File: src/rtl/scale_addr_gen_pkg.sv
// Shared constants for the scaled frame-buffer address generator:
// scale encodings, default geometry and the scale-to-shift decode.
package scale_addr_gen_pkg;

    localparam logic [1:0] SCALE_1X = 2'd0;
    localparam logic [1:0] SCALE_2X = 2'd1;
    localparam logic [1:0] SCALE_4X = 2'd2;

    localparam int DEF_SRC_W  = 320;
    localparam int DEF_SRC_H  = 240;
    localparam int DEF_DISP_H = 480;

    // The reserved encoding falls back to 1x so a bad setting never scrambles the image
    function automatic logic [1:0] scale_shift(input logic [1:0] sel);
        case (sel)
            SCALE_2X: return 2'd1;
            SCALE_4X: return 2'd2;
            default:  return 2'd0;
        endcase
    endfunction

endpackage

File: src/rtl/scale_addr_gen_if.sv
// Pixel-position in / image-address out bundle between the VGA timing
// counters (master) and the address generator (slave).
interface scale_addr_gen_if #(
    parameter int COORD_W = 12,
    parameter int ADDR_W  = 17
);
    logic               video_on;
    logic [COORD_W-1:0] pixel_row;
    logic [COORD_W-1:0] pixel_column;
    logic [1:0]         scale_sel;
    logic [COORD_W-1:0] org_x;
    logic [COORD_W-1:0] org_y;
    logic [ADDR_W-1:0]  image_addr;
    logic               blank_disp;
    logic               addr_valid;

    modport master (
        output video_on, pixel_row, pixel_column, scale_sel, org_x, org_y,
        input  image_addr, blank_disp, addr_valid
    );

    modport slave (
        input  video_on, pixel_row, pixel_column, scale_sel, org_x, org_y,
        output image_addr, blank_disp, addr_valid
    );

endinterface

File: src/rtl/scale_addr_gen_shadow_regs.sv
// Shadow copies of scale and origin, refreshed only in vertical blanking
// so the mapping never changes partway through a frame.
module scale_shadow_regs
    import scale_addr_gen_pkg::*;
#(
    parameter int COORD_W = 12,
    parameter int DISP_H  = DEF_DISP_H
) (
    input  logic               clk,
    input  logic               reset,
    input  logic               video_on_i,
    input  logic [COORD_W-1:0] pixel_row_i,
    input  logic [1:0]         scale_sel_i,
    input  logic [COORD_W-1:0] org_x_i,
    input  logic [COORD_W-1:0] org_y_i,
    output logic [1:0]         sh_scale_o,
    output logic [COORD_W-1:0] sh_org_x_o,
    output logic [COORD_W-1:0] sh_org_y_o
);

    logic               loadEn;
    logic [1:0]         shScale_q;
    logic [COORD_W-1:0] shOrgX_q;
    logic [COORD_W-1:0] shOrgY_q;

    assign loadEn = !video_on_i && (pixel_row_i >= COORD_W'(DISP_H));

    always_ff @(posedge clk or posedge reset) begin
        if (reset) begin
            shScale_q <= SCALE_1X;
            shOrgX_q  <= '0;
            shOrgY_q  <= '0;
        end else if (loadEn) begin
            shScale_q <= scale_sel_i;
            shOrgX_q  <= org_x_i;
            shOrgY_q  <= org_y_i;
        end
    end

    assign sh_scale_o = shScale_q;
    assign sh_org_x_o = shOrgX_q;
    assign sh_org_y_o = shOrgY_q;

endmodule

File: src/rtl/scale_addr_gen.sv
// Two-stage pipeline mapping display pixel position to a linear source
// image address with integer upscale and a programmable origin.
module scale_addr_gen
    import scale_addr_gen_pkg::*;
#(
    parameter int SRC_W   = DEF_SRC_W,
    parameter int SRC_H   = DEF_SRC_H,
    parameter int DISP_H  = DEF_DISP_H,
    parameter int COORD_W = 12,
    parameter int ADDR_W  = 17
) (
    input  logic             clk,
    input  logic             reset,
    scale_addr_gen_if.slave  bus
);

    logic [1:0]         shScale;
    logic [COORD_W-1:0] shOrgX;
    logic [COORD_W-1:0] shOrgY;

    scale_shadow_regs #(
        .COORD_W (COORD_W),
        .DISP_H  (DISP_H)
    ) u_shadow (
        .clk         (clk),
        .reset       (reset),
        .video_on_i  (bus.video_on),
        .pixel_row_i (bus.pixel_row),
        .scale_sel_i (bus.scale_sel),
        .org_x_i     (bus.org_x),
        .org_y_i     (bus.org_y),
        .sh_scale_o  (shScale),
        .sh_org_x_o  (shOrgX),
        .sh_org_y_o  (shOrgY)
    );

    logic [1:0]               shift;
    logic signed [COORD_W:0]  dx_d;
    logic signed [COORD_W:0]  dy_d;
    logic signed [COORD_W:0]  sx_d;
    logic signed [COORD_W:0]  sy_d;
    logic                     inWin_d;

    // Arithmetic shift keeps the sign, so a negative offset stays negative and blanks
    always_comb begin
        shift   = scale_shift(shScale);
        dx_d    = $signed({1'b0, bus.pixel_column}) - $signed({1'b0, shOrgX});
        dy_d    = $signed({1'b0, bus.pixel_row})    - $signed({1'b0, shOrgY});
        sx_d    = dx_d >>> shift;
        sy_d    = dy_d >>> shift;
        inWin_d = bus.video_on
                  && !sx_d[COORD_W] && !sy_d[COORD_W]
                  && (sx_d[COORD_W-1:0] < COORD_W'(SRC_W))
                  && (sy_d[COORD_W-1:0] < COORD_W'(SRC_H));
    end

    logic [COORD_W-1:0] sx_q;
    logic [COORD_W-1:0] sy_q;
    logic               inWin_q;
    logic               von_q;

    always_ff @(posedge clk or posedge reset) begin
        if (reset) begin
            sx_q    <= '0;
            sy_q    <= '0;
            inWin_q <= 1'b0;
            von_q   <= 1'b0;
        end else begin
            sx_q    <= sx_d[COORD_W-1:0];
            sy_q    <= sy_d[COORD_W-1:0];
            inWin_q <= inWin_d;
            von_q   <= bus.video_on;
        end
    end

    logic [ADDR_W-1:0] addr_d;

    // Out-of-window pixels force address zero so the bus never carries an out-of-range index
    always_comb begin
        addr_d = '0;
        if (inWin_q) begin
            addr_d = ADDR_W'(sy_q) * ADDR_W'(SRC_W) + ADDR_W'(sx_q);
        end
    end

    logic [ADDR_W-1:0] imageAddr_q;
    logic              blankDisp_q;
    logic              addrValid_q;

    always_ff @(posedge clk or posedge reset) begin
        if (reset) begin
            imageAddr_q <= '0;
            blankDisp_q <= 1'b1;
            addrValid_q <= 1'b0;
        end else begin
            imageAddr_q <= addr_d;
            blankDisp_q <= !inWin_q;
            addrValid_q <= von_q;
        end
    end

    assign bus.image_addr = imageAddr_q;
    assign bus.blank_disp = blankDisp_q;
    assign bus.addr_valid = addrValid_q;

endmodule

File: src/flat_wrapper.sv
// flat-port wrapper written by rule: the top's interface ports become plain ports
module scale_addr_gen_flat import scale_addr_gen_pkg::*;
#(
    parameter int SRC_W   = DEF_SRC_W,
    parameter int SRC_H   = DEF_SRC_H,
    parameter int DISP_H  = DEF_DISP_H,
    parameter int COORD_W = 12,
    parameter int ADDR_W  = 17
)
  (clk, reset, bus_video_on, bus_pixel_row, bus_pixel_column, bus_scale_sel, bus_org_x, bus_org_y, bus_image_addr, bus_blank_disp, bus_addr_valid);
  scale_addr_gen_if #(.COORD_W(COORD_W), .ADDR_W(ADDR_W)) bus_i ();
  input  logic clk;
  input  logic reset;
  input wire logic [$bits(bus_i.video_on)-1:0] bus_video_on;
  input wire logic [$bits(bus_i.pixel_row)-1:0] bus_pixel_row;
  input wire logic [$bits(bus_i.pixel_column)-1:0] bus_pixel_column;
  input wire logic [$bits(bus_i.scale_sel)-1:0] bus_scale_sel;
  input wire logic [$bits(bus_i.org_x)-1:0] bus_org_x;
  input wire logic [$bits(bus_i.org_y)-1:0] bus_org_y;
  output wire logic [$bits(bus_i.image_addr)-1:0] bus_image_addr;
  output wire logic [$bits(bus_i.blank_disp)-1:0] bus_blank_disp;
  output wire logic [$bits(bus_i.addr_valid)-1:0] bus_addr_valid;
  assign bus_i.video_on = bus_video_on;
  assign bus_i.pixel_row = bus_pixel_row;
  assign bus_i.pixel_column = bus_pixel_column;
  assign bus_i.scale_sel = bus_scale_sel;
  assign bus_i.org_x = bus_org_x;
  assign bus_i.org_y = bus_org_y;
  assign bus_image_addr = bus_i.image_addr;
  assign bus_blank_disp = bus_i.blank_disp;
  assign bus_addr_valid = bus_i.addr_valid;
  scale_addr_gen #(.SRC_W(SRC_W), .SRC_H(SRC_H), .DISP_H(DISP_H), .COORD_W(COORD_W), .ADDR_W(ADDR_W)) u_core (.clk(clk), .reset(reset), .bus(bus_i));
endmodule
File: config.mk
export PLATFORM = sky130hd
export DESIGN_NAME = scale_addr_gen_flat
export DESIGN_NICKNAME = d
export VERILOG_FILES = /design/src/rtl/scale_addr_gen_pkg.sv /design/src/rtl/scale_addr_gen_if.sv /design/src/rtl/scale_addr_gen_shadow_regs.sv /design/src/rtl/scale_addr_gen.sv /design/src/flat_wrapper.sv
export SDC_FILE = /design/constraint.sdc
export NUM_CORES = 1
export LEC_CHECK = 0
export BUFFER_PORTS_ARGS = -buffer_cell sky130_fd_sc_hd__buf_2
export CORE_ASPECT_RATIO = 0.7
export CORE_UTILIZATION = 35
export CTS_CLUSTER_DIAMETER = 200
export DETAILED_ROUTE_END_ITERATION = 8
export SYNTH_ARGS = -nofsm -noshare
export SYNTH_HDL_FRONTEND = slang
export SYNTH_HIERARCHICAL = 1
export SYNTH_SLANG_ARGS = --single-unit
File: constraint.sdc
create_clock -name clk -period 7.47 [get_ports clk]
set_clock_uncertainty 0.1 [all_clocks]
set_input_delay 0.3735 -clock clk [delete_from_list [all_inputs] [get_ports clk]]
set_output_delay 0.3735 -clock clk [all_outputs]
set_load 0.01 [all_outputs]
### After elaboration in Yosys (flattened, before gate mapping)

Cells that the tools add are included.

* mux-type cells: 2
* eq/ne operators: 2
* reductions and logical operators: 9
* shift-type cells: 2
* $mul: 1
* order comparisons: 3
* add/sub/neg operators: 3

Operators with widths (count)
* $sshr 13x2->13: 2
* $sub 12x12->13: 2
* $add 17x12->17: 1
* $mux 17: 1
* $ge 12x9->1 const B: 1
* $lt 12x8->1 const B: 1
* $lt 12x9->1 const B: 1
* $mul 12x3->11 const B: 1
* $logic_and 1x1->1: 5
* $logic_not 1->1: 4
* $pmux 2 s2: 1
* $eq 2x1->1 const B: 1
* $eq 2x2->1 const B: 1

* register bits after elaboration: 71
* word-level logic and storage cells: 32

### Logic depth before layout (Yosys ltp)

* depth after elaboration: 8
* mapped depth: 12

### By module

The synthesis kept the hierarchy.

By module, submodules not included
* scale_addr_gen: area each 3792.4 um^2, times used 1, cells each 432, seq. area each 1102.3 um^2
* scale_shadow_regs: area each 1101.1 um^2, times used 1, cells each 58, seq. area each 650.6 um^2

### Least setup slack after synthesis

Ideal clock, no wire load.

* kind: register to register
* start point: register u_core.sy_q[1]
* end point: register u_core.imageAddr_q[16], in the netlist u_core/bus.image_addr[16]
* stages on the path, launching flop included: 13
* path slack: 4586 ps
* path buffers: 0
* clock period less this slack: 2884 ps
* arrival time: 2694 ps
* setup time: 90 ps
* cell sequence: dfrtp_1 > ha_1 > ha_1 > inv_1 > fa_1 > inv_1 > ha_1 > a21o_1 > a21o_1 > and3_1 > nand4b_1 > or3_1 > o2111ai_1

* word-level cells in the longest chain between the ends: 3

RTL lines
* from (decl): RTL line scale_addr_gen.sv:58 `logic [COORD_W-1:0] sy_q;`
* from (signal assigned): RTL line scale_addr_gen.sv:70 `sy_q <= sy_d[COORD_W-1:0];`
* $mul 12x3->11: RTL line scale_addr_gen.sv:82 `addr_d = ADDR_W'(sy_q) * ADDR_W'(SRC_W) + ADDR_W'(sx_q);`
* $add 17x12->17: RTL line scale_addr_gen.sv:82
* $mux 17: RTL line scale_addr_gen.sv:81 `if (inWin_q) begin`
* net u_core.addr_d[16]: RTL line scale_addr_gen.sv:76 `logic [ADDR_W-1:0] addr_d;`
* to (signal assigned): RTL line scale_addr_gen.sv:96 `imageAddr_q <= addr_d;`
* to (decl): RTL line scale_addr_gen.sv:86 `logic [ADDR_W-1:0] imageAddr_q;`

The timed path passes the listed nets, and every way through them passes these cells.
A chain may end at the register's enable or synchronous reset.

### Worst setup path in the final report

Ends and elaborated chain as after synthesis.

==> results.json <==
{
  "syn_area_per_cell_sq_um": 9.99,
  "relSlewSlack_pct": 26.1,
  "cap_violations": 0,
  "antenna_cells": 0,
  "netlist_area_sq_mm": 0.00489,
  "cts_buffers": 9,
  "dr.pass1.iters": 5,
  "critPathMaxFanout": 4,
  "synth_cells": 490,
  "clk_latency_ns": 0.34,
  "seqPwrFrac_pct": 25.8,
  "critical_path_class": "flop to flop",
  "async_reset_ff_share_pct": 100,
  "io_pins": 72,
  "p_clk_share_pct": 23.1,
  "synth-edff-count": 0,
  "fin_tns_setup_ns": 0,
  "cts_tree": "done",
  "drtAntennaViolNets": 0,
  "cts_resized": 0,
  "final-setup-viol-count": 0,
  "finish.utilization_pct": 42.7,
  "wl_per_cell_um": 14.5,
  "min_period_over_period_pct": 41.9,
  "synth.distinct_cells": 69,
  "layout_commonest_cell": "buf_2",
  "hold_class": "input pin to asynchronous set/reset pin",
  "synth_nets": 592,
  "ys_ff_latch": 70,
  "syn2layout_area_growth_pct": 17.0,
  "endpoint_kind": "flop",
  "worst_hold_slack_ns": 0.0743,
  "max_freq_mhz": 319,
  "ir_drop_uv": 111,
  "grt_pass1_vias": 3646,
  "fp.coreArea_sq_mm": 0.0134,
  "pwr-share-comb_pct": 51.1,
  "clk_pin_slew_ns": 0.06,
  "final_cell_mix": "71 x buf_2, 69 x dfrtp_1, 45 x ha_1",
  "maxSlewViolCount": 0,
  "grt_first_pass_wirelength_um": 18100,
  "r2r-start": "u_core/sy_q[1]$_DFF_PP0_",
  "rsz0062_at_grt": "no",
  "io_buffers": 71,
  "worst-endpoint-required_ns": 7.60,
  "drive_gt1_share_pct": 22.7,
  "num_vias": 3852,
  "grt_max_degree": 45,
  "start_util_pct": 36.5,
  "grt_overflow": 0,
  "power.density_mw_per_mm2": 326,
  "p_int_mw": 1.14,
  "hold_viol": 0,
  "worstMarginPinSlew_ns": 1.11,
  "cts_sinks": 70,
  "grt_usage_pct": 16.1,
  "leakage_nw": 2.77,
  "cts_max_path_buffers": 2,
  "route.detailed.drc": 0,
  "fillers": 1325,
  "vias_per_cell": 5.12,
  "net-switching-power_uw": 727,
  "reg2reg_slack_ns": 4.34,
  "switching_share_pct": 38.9,
  "die_h_um": 101,
  "synth.yosys.seq_area_share_pct": 35.8,
  "yosys_warnings": 6,
  "antenna_found_initial": 0,
  "routabilityCongestion": 0.878,
  "rr_worst_depth": 12,
  "r2r-end": "u_core/bus.image_addr[16]$_DFF_PP0_",
  "die-area_sq_mm": 0.0145,
  "min_period_ns": 3.13,
  "drtIter0Drc": 156,
  "synth_ff_type": "dfrtp_1",
  "wl_um": 10900,
  "hpwl_um": 8530,
  "fp-row-count": 35,
  "nets": 665,
  "hold_buffers": 0,
  "worstSetupStartpointType": "flop",
  "fp.dieW_um": 143,
  "postCtsSetupBuffers": 0,
  "root_buffer": "clkbuf_16",
  "htreeDepth": 3,
  "cp.arrival_ns": 3.27,
  "status": "finished, final reports clean"
}
registers in the layout, summed over array words and instances (netlist names):
signal,flops
u_core/u_shadow/sh_org_x_o,12
u_core/sy_q,11
u_core/bus.addr_valid,1
u_core/bus.blank_disp,1
u_core/u_shadow/sh_org_y_o,12
u_core/von_q,1
u_core/inWin_q,1
u_core/u_shadow/sh_scale_o,2
u_core/sx_q,12
u_core/bus.image_addr,17
synthesized netlist by cell type (4+ instances only):
cell type / count / area share, %
xnor2_1: 15 / 2.7
mux2_4: 20 / 6.1
mux2i_1: 4 / 0.82
a21o_1: 10 / 1.5
nor4_1: 4 / 0.51
dfrtp_1: 69 / 35
o21ai_0: 14 / 1.4
mux2_2: 8 / 1.8
nor3_1: 10 / 1.0
a211oi_1: 6 / 0.92
fa_1: 4 / 1.6
and2_1: 12 / 1.5
o21bai_1: 5 / 0.77
ha_1: 45 / 12
clkbuf_1: 7 / 0.54
a31oi_1: 8 / 1.0
xor2_1: 12 / 2.1
o2111ai_1: 5 / 0.89
nand3_1: 5 / 0.51
a21oi_1: 29 / 3.0
inv_1: 42 / 3.2
o21a_1: 4 / 0.61
nor2_1: 40 / 3.1
nor2b_1: 8 / 1.0
nand4b_1: 4 / 0.72
a221oi_1: 4 / 0.72
nand2_1: 30 / 2.3
per-layer routing:
metal	routed length (um)	GRT usage, %
met5	0	0
met4	80	4.01
met3	721	4.85
met2	4200	22.5
met1	5890	23.7
logic make-up (layout without fill, tap and decap cells):
group	count (synthesis)	in the layout	share of synthesized area, %
AND/OR/NAND/NOR	136	136	14.5
multiplexers	32	32	8.80
AO/OA/AOI/OAI	120	120	17.9
flip-flops	70	70	35.8
adder cells (fa/ha/maj)	49	49	13.1
XOR/XNOR	27	27	4.83
buffers and inverters	56	134	4.99
critical path, stage by stage, from the launching register on:
cell and delay [ns]:
dfrtp_1 0.43, ha_1 0.31, ha_1 0.16, inv_1 0.05, fa_1 0.47, inv_1 0.04, ha_1 0.31, a21o_1 0.12
a21o_1 0.15, and3_1 0.20, nand4b_1 0.18, or3_1 0.39, o2111ai_1 0.11
power by group through the flow:
stage,Combinational (mW),Sequential [mW],Clock [mW]
after global placement,0.929,0.485,0
after detailed placement,0.946,0.487,0
final,0.955,0.481,0.432
after floorplan,0.770,0.473,0
after CTS,0.957,0.482,0.443
after global routing,1.08,0.489,0.464
final cells by class:
class                      instances  area (sq um)  share of cell area [%]
inverter                          44           165                    2.88
clock buffer                      12           246                    4.31
tap                              185           231                    4.04
clock inverter                     4          55.1                   0.962
timing repair buffer              74           378                    6.60
multi-input combinational        364          2900                    50.6
sequential                        70          1750                    30.6
how the worst max path moves through the flow:
| stage | from | to | cells past startpoint |
|---|---|---|---|
| 5_1_grt | u_core/u_shadow/sh_org_x_o[0]$_DFFE_PP0P_ | u_core/inWin_q$_DFF_PP0_ | 11 |
| 3_3_place_gp | bus_pixel_column[0] | u_core/inWin_q$_DFF_PP0_ | 13 |
| 3_5_place_dp | bus_pixel_column[0] | u_core/inWin_q$_DFF_PP0_ | 13 |
| 6_report | u_core/sy_q[1]$_DFF_PP0_ | u_core/bus.image_addr[16]$_DFF_PP0_ | 12 |
| 4_1_cts | u_core/sy_q[1]$_DFF_PP0_ | u_core/bus.image_addr[16]$_DFF_PP0_ | 12 |
| 2_1_floorplan | u_core/sy_q[1]$_DFF_PP0_ | u_core/bus.image_addr[16]$_DFF_PP0_ | 12 |
stage by stage:
step / power [mW] / cell area, sq um / cells / worst slack (ns)
floorplan: 1.24 / 4890 / 490 / 4.59
CTS: 1.88 / 5730 / 753 / 4.35
finish: 1.87 / 5730 / 753 / 4.34
detailed placement: 1.43 / 5420 / 737 / 4.32
global route: 2.03 / 5730 / 753 / 4.11
global placement: 1.41 / 5420 / 737 / 4.38
Note: power is estimated with default switching activity, not from simulation.
